File: src/rtl/td4_run_ctrl.sv
// Execution controller for the TD4 core: turns debounced run/step buttons,
// a PC breakpoint and jump-to-self detection into a single-cycle cpu_ce.
module td4_run_ctrl #(
    parameter int LEN_CLOCK = 500000,
    parameter int DEBOUNCE  = 50000
) (
    input  logic       clk,
    input  logic       rst,
    input  logic       run_btn,
    input  logic       step_btn,
    input  logic       bp_en,
    input  logic [3:0] bp_addr,
    input  logic [3:0] pc,
    input  logic [3:0] op,
    input  logic [3:0] im,
    output logic       cpu_ce,
    output logic [1:0] state,
    output logic [1:0] halt_cause,
    output logic [7:0] instr_count
);

    localparam int DIV_W = (LEN_CLOCK > 2) ? $clog2(LEN_CLOCK) : 1;
    localparam int DB_W  = (DEBOUNCE > 2) ? $clog2(DEBOUNCE) : 1;
    localparam logic [DIV_W-1:0] DIV_LAST = DIV_W'(LEN_CLOCK - 1);
    localparam logic [DB_W-1:0]  DB_LAST  = DB_W'(DEBOUNCE - 1);

    localparam logic [1:0] S_IDLE = 2'b00;
    localparam logic [1:0] S_RUN  = 2'b01;
    localparam logic [1:0] S_STEP = 2'b10;
    localparam logic [1:0] S_HALT = 2'b11;

    // Bit 0 is the run button, bit 1 the step button.
    logic [1:0]      btn_raw;
    logic [1:0]      sync1;
    logic [1:0]      sync2;
    logic [1:0]      level;
    logic [1:0]      level_d;
    logic [DB_W-1:0] db_cnt [2];
    logic            run_p;
    logic            step_p;

    assign btn_raw = {step_btn, run_btn};

    always_ff @(posedge clk or negedge rst) begin
        if (!rst) begin
            sync1     <= '0;
            sync2     <= '0;
            level     <= '0;
            level_d   <= '0;
            db_cnt[0] <= '0;
            db_cnt[1] <= '0;
        end else begin
            sync1   <= btn_raw;
            sync2   <= sync1;
            level_d <= level;
            for (int i = 0; i < 2; i++) begin
                if (sync2[i] == level[i]) begin
                    db_cnt[i] <= '0;
                end else if (db_cnt[i] == DB_LAST) begin
                    level[i]  <= sync2[i];
                    db_cnt[i] <= '0;
                end else begin
                    db_cnt[i] <= db_cnt[i] + DB_W'(1);
                end
            end
        end
    end

    assign run_p  = level[0] & ~level_d[0];
    assign step_p = level[1] & ~level_d[1];

    logic [DIV_W-1:0] div;
    logic             skip_bp;
    logic             bp_hit;
    logic             self_jump;

    assign bp_hit    = bp_en && (pc == bp_addr) && !skip_bp;
    assign self_jump = (op == 4'b1111) && (im == pc);

    always_ff @(posedge clk or negedge rst) begin
        if (!rst) begin
            state       <= S_IDLE;
            cpu_ce      <= 1'b0;
            halt_cause  <= 2'b00;
            instr_count <= '0;
            div         <= '0;
            skip_bp     <= 1'b0;
        end else begin
            cpu_ce <= 1'b0;
            if (cpu_ce) instr_count <= instr_count + 8'd1;
            case (state)
                S_IDLE: begin
                    div <= '0;
                    if (run_p) begin
                        state <= S_RUN;
                    end else if (step_p) begin
                        state  <= S_STEP;
                        cpu_ce <= 1'b1;
                    end
                end
                S_RUN: begin
                    // A pause request beats a tick landing on the same edge.
                    if (run_p) begin
                        state   <= S_IDLE;
                        div     <= '0;
                        skip_bp <= 1'b0;
                    end else if (div == DIV_LAST) begin
                        div <= '0;
                        if (bp_hit) begin
                            state      <= S_HALT;
                            halt_cause <= 2'b01;
                            skip_bp    <= 1'b0;
                        end else if (self_jump) begin
                            state      <= S_HALT;
                            halt_cause <= 2'b10;
                            skip_bp    <= 1'b0;
                        end else begin
                            cpu_ce  <= 1'b1;
                            skip_bp <= 1'b0;
                        end
                    end else begin
                        div <= div + DIV_W'(1);
                    end
                end
                S_STEP: begin
                    state <= S_IDLE;
                end
                default: begin
                    div <= '0;
                    if (run_p) begin
                        state      <= S_RUN;
                        skip_bp    <= 1'b1;
                        halt_cause <= 2'b00;
                    end else if (step_p) begin
                        state      <= S_STEP;
                        cpu_ce     <= 1'b1;
                        halt_cause <= 2'b00;
                    end
                end
            endcase
        end
    end

endmodule

File: config.mk
export PLATFORM = sky130hd
export DESIGN_NAME = td4_run_ctrl
export DESIGN_NICKNAME = d
export VERILOG_FILES = /design/src/rtl/td4_run_ctrl.sv
export SDC_FILE = /design/constraint.sdc
export NUM_CORES = 1
export LEC_CHECK = 0
export ABC_CLOCK_PERIOD_IN_PS = 1800
export CORE_MARGIN = 3
export CORE_UTILIZATION = 51
export CTS_BUF_LIST = sky130_fd_sc_hd__clkbuf_2
export DETAILED_ROUTE_END_ITERATION = 10
export GPL_ROUTABILITY_DRIVEN = 0
export GPL_TIMING_DRIVEN = 0
export PLACE_DENSITY = 0.76
export SETUP_SLACK_MARGIN = 0.2
export SLEW_MARGIN = 20
export SYNTH_ARGS = -nofsm -noshare
export SYNTH_HDL_FRONTEND = slang
export SYNTH_SLANG_ARGS = --single-unit
File: constraint.sdc
create_clock -name clk -period 1.8 [get_ports clk]
set_input_delay 0.45 -clock clk [delete_from_list [all_inputs] [get_ports clk]]
set_output_delay 0.45 -clock clk [all_outputs]
set_load 0.05 [all_outputs]
Word level (Yosys, flattened, before mapping)
Index checks and enable logic that the tools add are counted.
{"block": "op_classes", "n_addsub": 4, "n_eq_ne": 15, "n_mux": 32, "bitwise_logic": 7, "reduce_logical": 15}
{"operator": "$mux W16", "count": 4}
{"operator": "$mux W19", "count": 2}
{"operator": "$pmux W19 S2", "count": 1}
{"operator": "$add A16 B1 Y16 const B", "count": 2}
{"operator": "$eq A16 B16 Y1 const B", "count": 2}
{"operator": "$mux W2", "count": 12}
{"operator": "$add A19 B1 Y19 const B", "count": 1}
{"operator": "$eq A19 B19 Y1 const B", "count": 1}
{"operator": "$mux W1", "count": 9}
{"operator": "$add A8 B1 Y8 const B", "count": 1}
{"operator": "$eq A4 B4 Y1", "count": 2}
{"operator": "$pmux W2 S2", "count": 2}
{"operator": "$ne A3 B3 Y1 const B", "count": 2}
{"operator": "$reduce_and A3 Y1", "count": 2}
{"operator": "$not A1 Y1", "count": 5}
{"operator": "$reduce_and A5 Y1", "count": 1}
{"operator": "$eq A4 B4 Y1 const B", "count": 1}
{"operator": "$ne A2 B2 Y1 const B", "count": 2}
{"operator": "$ne A4 B4 Y1 const B", "count": 1}
{"operator": "$pmux W1 S2", "count": 2}
{"operator": "$reduce_and A2 Y1", "count": 2}
{"operator": "$reduce_bool A2 Y1", "count": 2}
{"operator": "$reduce_bool A4 Y1", "count": 1}
{"operator": "$logic_and A1 B1 Y1", "count": 3}
{"operator": "8 further kinds", "count": 10}
{"block": "word_totals", "register_bits": 73, "input_bits": 21, "out_inout_bits": 13}

Longest topological paths before layout
{"block": "logic_depth", "depth_word": 7, "ltp_mapped": 9}

Least setup slack after synthesis
No wires, ideal clock.
{"block": "synth_path", "path_type": "reg-to-reg", "start": "register state[1]", "end": "register div[16]", "t_arrival_ns": 1.890, "slack_ns": -0.167, "stages_incl_launch_ff": 10, "n_path_buf": 2, "synth_period_minus_slack_ns": 1.967, "path_cell_list": "dfrtp_1 inv_1 ha_1 clkbuf_1 and3_1 o31ai_4 buf_6 nor2_2 nor2_2 a21oi_1"}
{"block": "synth_between", "elab_chain_cells": 2, "elab_cells_between_ends": 3, "classes_between": "eq/ne: 2; mux: 1"}
{"element": "start: declaration", "line_no": "17", "rtl": "output logic [1:0] state,"}
{"element": "start signal: assignment", "line_no": "82", "rtl": "state <= S_IDLE;"}
{"element": "start signal: assignment", "line_no": "95", "rtl": "state <= S_RUN;"}
{"element": "start signal: assignment", "line_no": "97", "rtl": "state <= S_STEP;"}
{"element": "$eq A2 B2 Y1 / $eq A2 B1 Y1 (equally long branches)", "line_no": "91", "rtl": "case (state)"}
{"element": "$pmux W19 S2", "line_no": "91"}
{"element": "end signal: assignment", "line_no": "122", "rtl": "div <= div + DIV_W'(1);"}
{"element": "end: declaration", "line_no": "72", "rtl": "logic [DIV_W-1:0] div;"}
Several ways; a longest one is shown, not always the timed one.
A chain may end at the register's enable or synchronous reset.

Worst setup path after layout
{"block": "layout_path", "start": "register div[14]", "end": "register div[11]"}
{"block": "layout_between", "elab_chain_cells": 4}
{"element": "$eq A19 B19 Y1", "line_no": "107", "rtl": "end else if (div == DIV_LAST) begin"}
{"element": "$mux W19", "line_no": "107"}
{"element": "$mux W19", "line_no": "103", "rtl": "if (run_p) begin"}
{"element": "$pmux W19 S2", "line_no": "91"}
Every way passes these cells.

==> summary.md <==
| Metric | Value |
|---|---|
| Final hold vios | 0 |
| Compound-Gate Fraction of Synth Area | 0.07254 |
| Site Rows | 30 |
| Total track usage | 0.2111 |
| Slew HR | 0.7012 |
| Max-cap violations | 0 |
| Worst hold-check path type | primary input to async pin |
| I/O Buffers | 33 |
| Worst Setup Start Kind | flip-flop |
| Most common cell in the netlist | dfrtp_1 |
| DR WL/cell | 15.47 microns |
| Setup TNS | -0.07299 ns |
| XOR/XNOR share of the synthesized area | 0.1110 |
| Worst-Margin Slew | 0.4426 ns |
| CTS tree | built |
| First-pass GRT wire length | 14.14 mm |
| Top FF cell, synth | dfrtp_1 |
| Fmax | 535.1 MHz |
| Number of synthesized register bits | 73 |
| Post-synthesis adder-cell area fraction | 0.02362 |
| Mux cell area share after synthesis | 0.01754 |
| Async SR Flop Fraction | 1.000 |
| Critical Path, Cell by Cell | nor4_4, nand4_2, o31ai_4, buf_6, nor2b_1, o21ai_1, o31ai_1 |
| Via/cell ratio | 5.663 |
| Yosys top cell area share | 0.4926 |
| Final worst slack | -0.06887 ns |
| Initial DRC count | 183 |
| Post-synthesis sequential area ratio | 0.4926 |
| Cell variety after synth | 44 |
| Clock Skew | 0.03229 ns |
| Antenna Cells | 0 |
| Final Critical Period | 1.869 ns |
| Synth Warn # | 0 |
| CP Capture Type | flip-flop |
| Clock slew seen by the registers of the worst setup and hold paths | 0.22 ns |
| Starting Density | 0.5370 |
| PD cells | 611.3 nW/um^2 |
| Chip height | 91.28 microns |
| Syn Std Cell Area | 3709 sq um |
| Largest family of logic cells by synthesized area | simple AND/OR/NAND/NOR gates |
| Hpwl dp | 5.235 mm |
| H-tree depth | 3 |
| Top post-synthesis cells by count | 73 x dfrtp_1, 52 x nand2_1, 47 x nor2_1 |
| Die area | 8331 sq um |
| Critical Path RT | 2.21 ns |
| Failing checks | negative setup slack |
| Mapped Cells | 378 |
| Via count | 3245 |
| Yosys top cell by area | dfrtp_1 |
| Top post-synthesis cells by area | dfrtp_1 49%, xor2_1 6.4%, nand2_1 5.3% |
| Area of the multi-input gates | 2014 sq um |
| Fin Hold WS | 0.3119 ns |
| Outcome | finished, violations left |
| Reg2Reg Setup Slack | -0.07 ns |
| Synthesized area per cell | 9.811 sq um |
| EDFF count, synth | 0 |
| Slowest cell on crit path | dfrtp_2 |
| Die W | 91.28 microns |
| Final nets | 500 |
| Initial antenna violation count | 0 |
| Total grt overflow | 0 |
| Final setup violating endpoints | 2 |
| Final worst path period share | 1.038 |
| Final wirelength | 8.863 mm |
| TritonCTS Buffers | 9 |
| Post-route ant nets | 0 |
| Fillcell total | 505 |
| Critical Path AT | 2.28 ns |
| Share of cells above drive strength 1 | 0.3124 |
| Clock Latency Late Sink | 0.53 ns |
| Max VDD drop | 0.3613 mV |
| Setup repair after global routing missed its margin | yes |
| CP max FO | 7 |
| Largest net degree at the start of global routing | 53 |
| CTS Buffer Depth | 2 |
| Number of global-route vias before repair | 3059 |
| Root Buffer | clkbuf_2 |
| CP Class | flip-flop to flip-flop |
| Clock Sinks | 73 |
| Io pins | 34 |
| Pre-CTS WS | -0.5423 ns |
| Final max-slew violation count | 0 |
| Core area | 6907 sq um |
| Post-route DRC | 0 |
| Post-Synth Simple-Gate Area | 0.2652 |
| Crit-path max cell delay | 0.48 ns |
| Post-Syn Nets | 406 |
| Sequential cell area | 1844 sq um |
| Drt pass-1 iters | 5 |
| Layout area overhead | 34.78% |
| Leak | 2.243 nW |
==> layout by cell type, fill, tap and decap left out, drive strengths merged <==
cell type / netlist / layout
nand2: 52 / 52
nor2: 49 / 49
dlygate4sd3: 0 / 1
nand2b: 4 / 4
nand4: 13 / 13
nor2b: 4 / 4
inv: 4 / 4
o21a: 1 / 1
and2: 3 / 3
and3: 11 / 11
and4b: 1 / 1
buf: 4 / 69
nand3: 24 / 24
clkdlybuf4s50: 0 / 16
a21oi: 4 / 4
o31ai: 2 / 2
nor4b: 4 / 4
mux2i: 2 / 2
bufinv: 0 / 3
nor3: 17 / 17
a22o: 1 / 1
xor2: 27 / 27
dlymetal6s2s: 0 / 1
dlygate4sd2: 0 / 2
nor4: 4 / 4
nand3b: 1 / 1
clkinv: 0 / 3
o41ai: 1 / 1
clkbuf: 4 / 12
mux2: 4 / 4
o21ai: 24 / 24
dfrtp: 73 / 73
o311ai: 1 / 1
xnor2: 20 / 20
and4: 2 / 2
a31oi: 10 / 10
ha: 7 / 7
==> worst paths after layout <==
check                         start          to  cells after the start
setup / recovery            div[14]     div[11]                      7
hold / removal                  rst  db_cnt[25]                      2
setup reg to reg            div[14]     div[11]                      7
hold reg to reg            sync1[1]    sync2[1]                      0
max in group asynchronous       rst    state[0]                      3
min in group clk           step_btn    sync1[1]                      1
==> cell families (layout without fill, tap and decap cells) <==
family,after synthesis,in the layout
compound gates,44,44
fa+ha+maj,7,7
xor+xnor,47,47
simple gates,189,189
buf+inv,12,111
flops,73,73
mux,6,6
==> sequential cells by signal, summed over array words and instances, names as in the netlist <==
name         count
instr_count      8
state            2
level_d          2
cpu_ce           1
db_cnt          32
sync2            2
sync1            2
halt_cause       2
div             19
skip_bp          1
level            2
==> stage by stage <==
stage / instance area (sq um) / power (mW) / std cells / util
after floorplan: 3789 / 1.757 / 378 / -
after global placement: 4239 / 1.852 / 507 / 0.6138
after detailed placement: 4264 / 1.863 / 508 / 0.6174
after CTS: 4702 / 3.055 / 554 / 0.6808
after global routing: 4999 / 3.180 / 573 / 0.7237
final: 4999 / 3.056 / 573 / 0.7237
==> metal layers <==
| metal | global-route usage | vias up | share of wire | wire length, microns |
|---|---|---|---|---|
| met3 | 0.05468 | 27 | 0.053 | 473 |
| met5 | 0 | - | 0 | 0 |
| met4 | 0.09296 | 0 | 0.026 | 230 |
| met1 | 0.2651 | 1596 | 0.42 | 3736 |
| met2 | 0.3433 | 122 | 0.50 | 4423 |
| li1 | - | 1500 | - | - |
==> worst max-delay path, delay by kind of cell (launching register included) <==
family	cells	cell delay [ns]
AOI/OAI and AO/OA	3	0.57
and+or+nand+nor	3	0.55
buffers and inverters	1	0.19
DFF	1	0.48
==> what timing repair did <==
item	CTS	global route
setup buffers	29	19
setup endpoints to repair	58	60
resized for setup	115	43
endpoints found under the hold margin	21	0
pin swaps	13	13
hold buffers	1	0
==> layout make-up <==
class / instances / share of cell area
multi-input combinational: 293 / 0.4030
sequential: 73 / 0.3690
timing repair buffer: 83 / 0.1537
tap: 96 / 0.02403
clock inverter: 6 / 0.02128
buffer: 8 / 0.01602
clock buffer: 10 / 0.01001
inverter: 4 / 0.003004
==> power by group <==
group | internal (mW) | switching [mW] | leakage, nW
combinational | 0.0982 | 0.0910 | 1.18
clock | 0.598 | 0.595 | 0.0912
sequential | 1.66 | 0.0144 | 0.972
total | 2.36 | 0.700 | 2.24
Note: power is estimated with default switching activity, not from simulation.
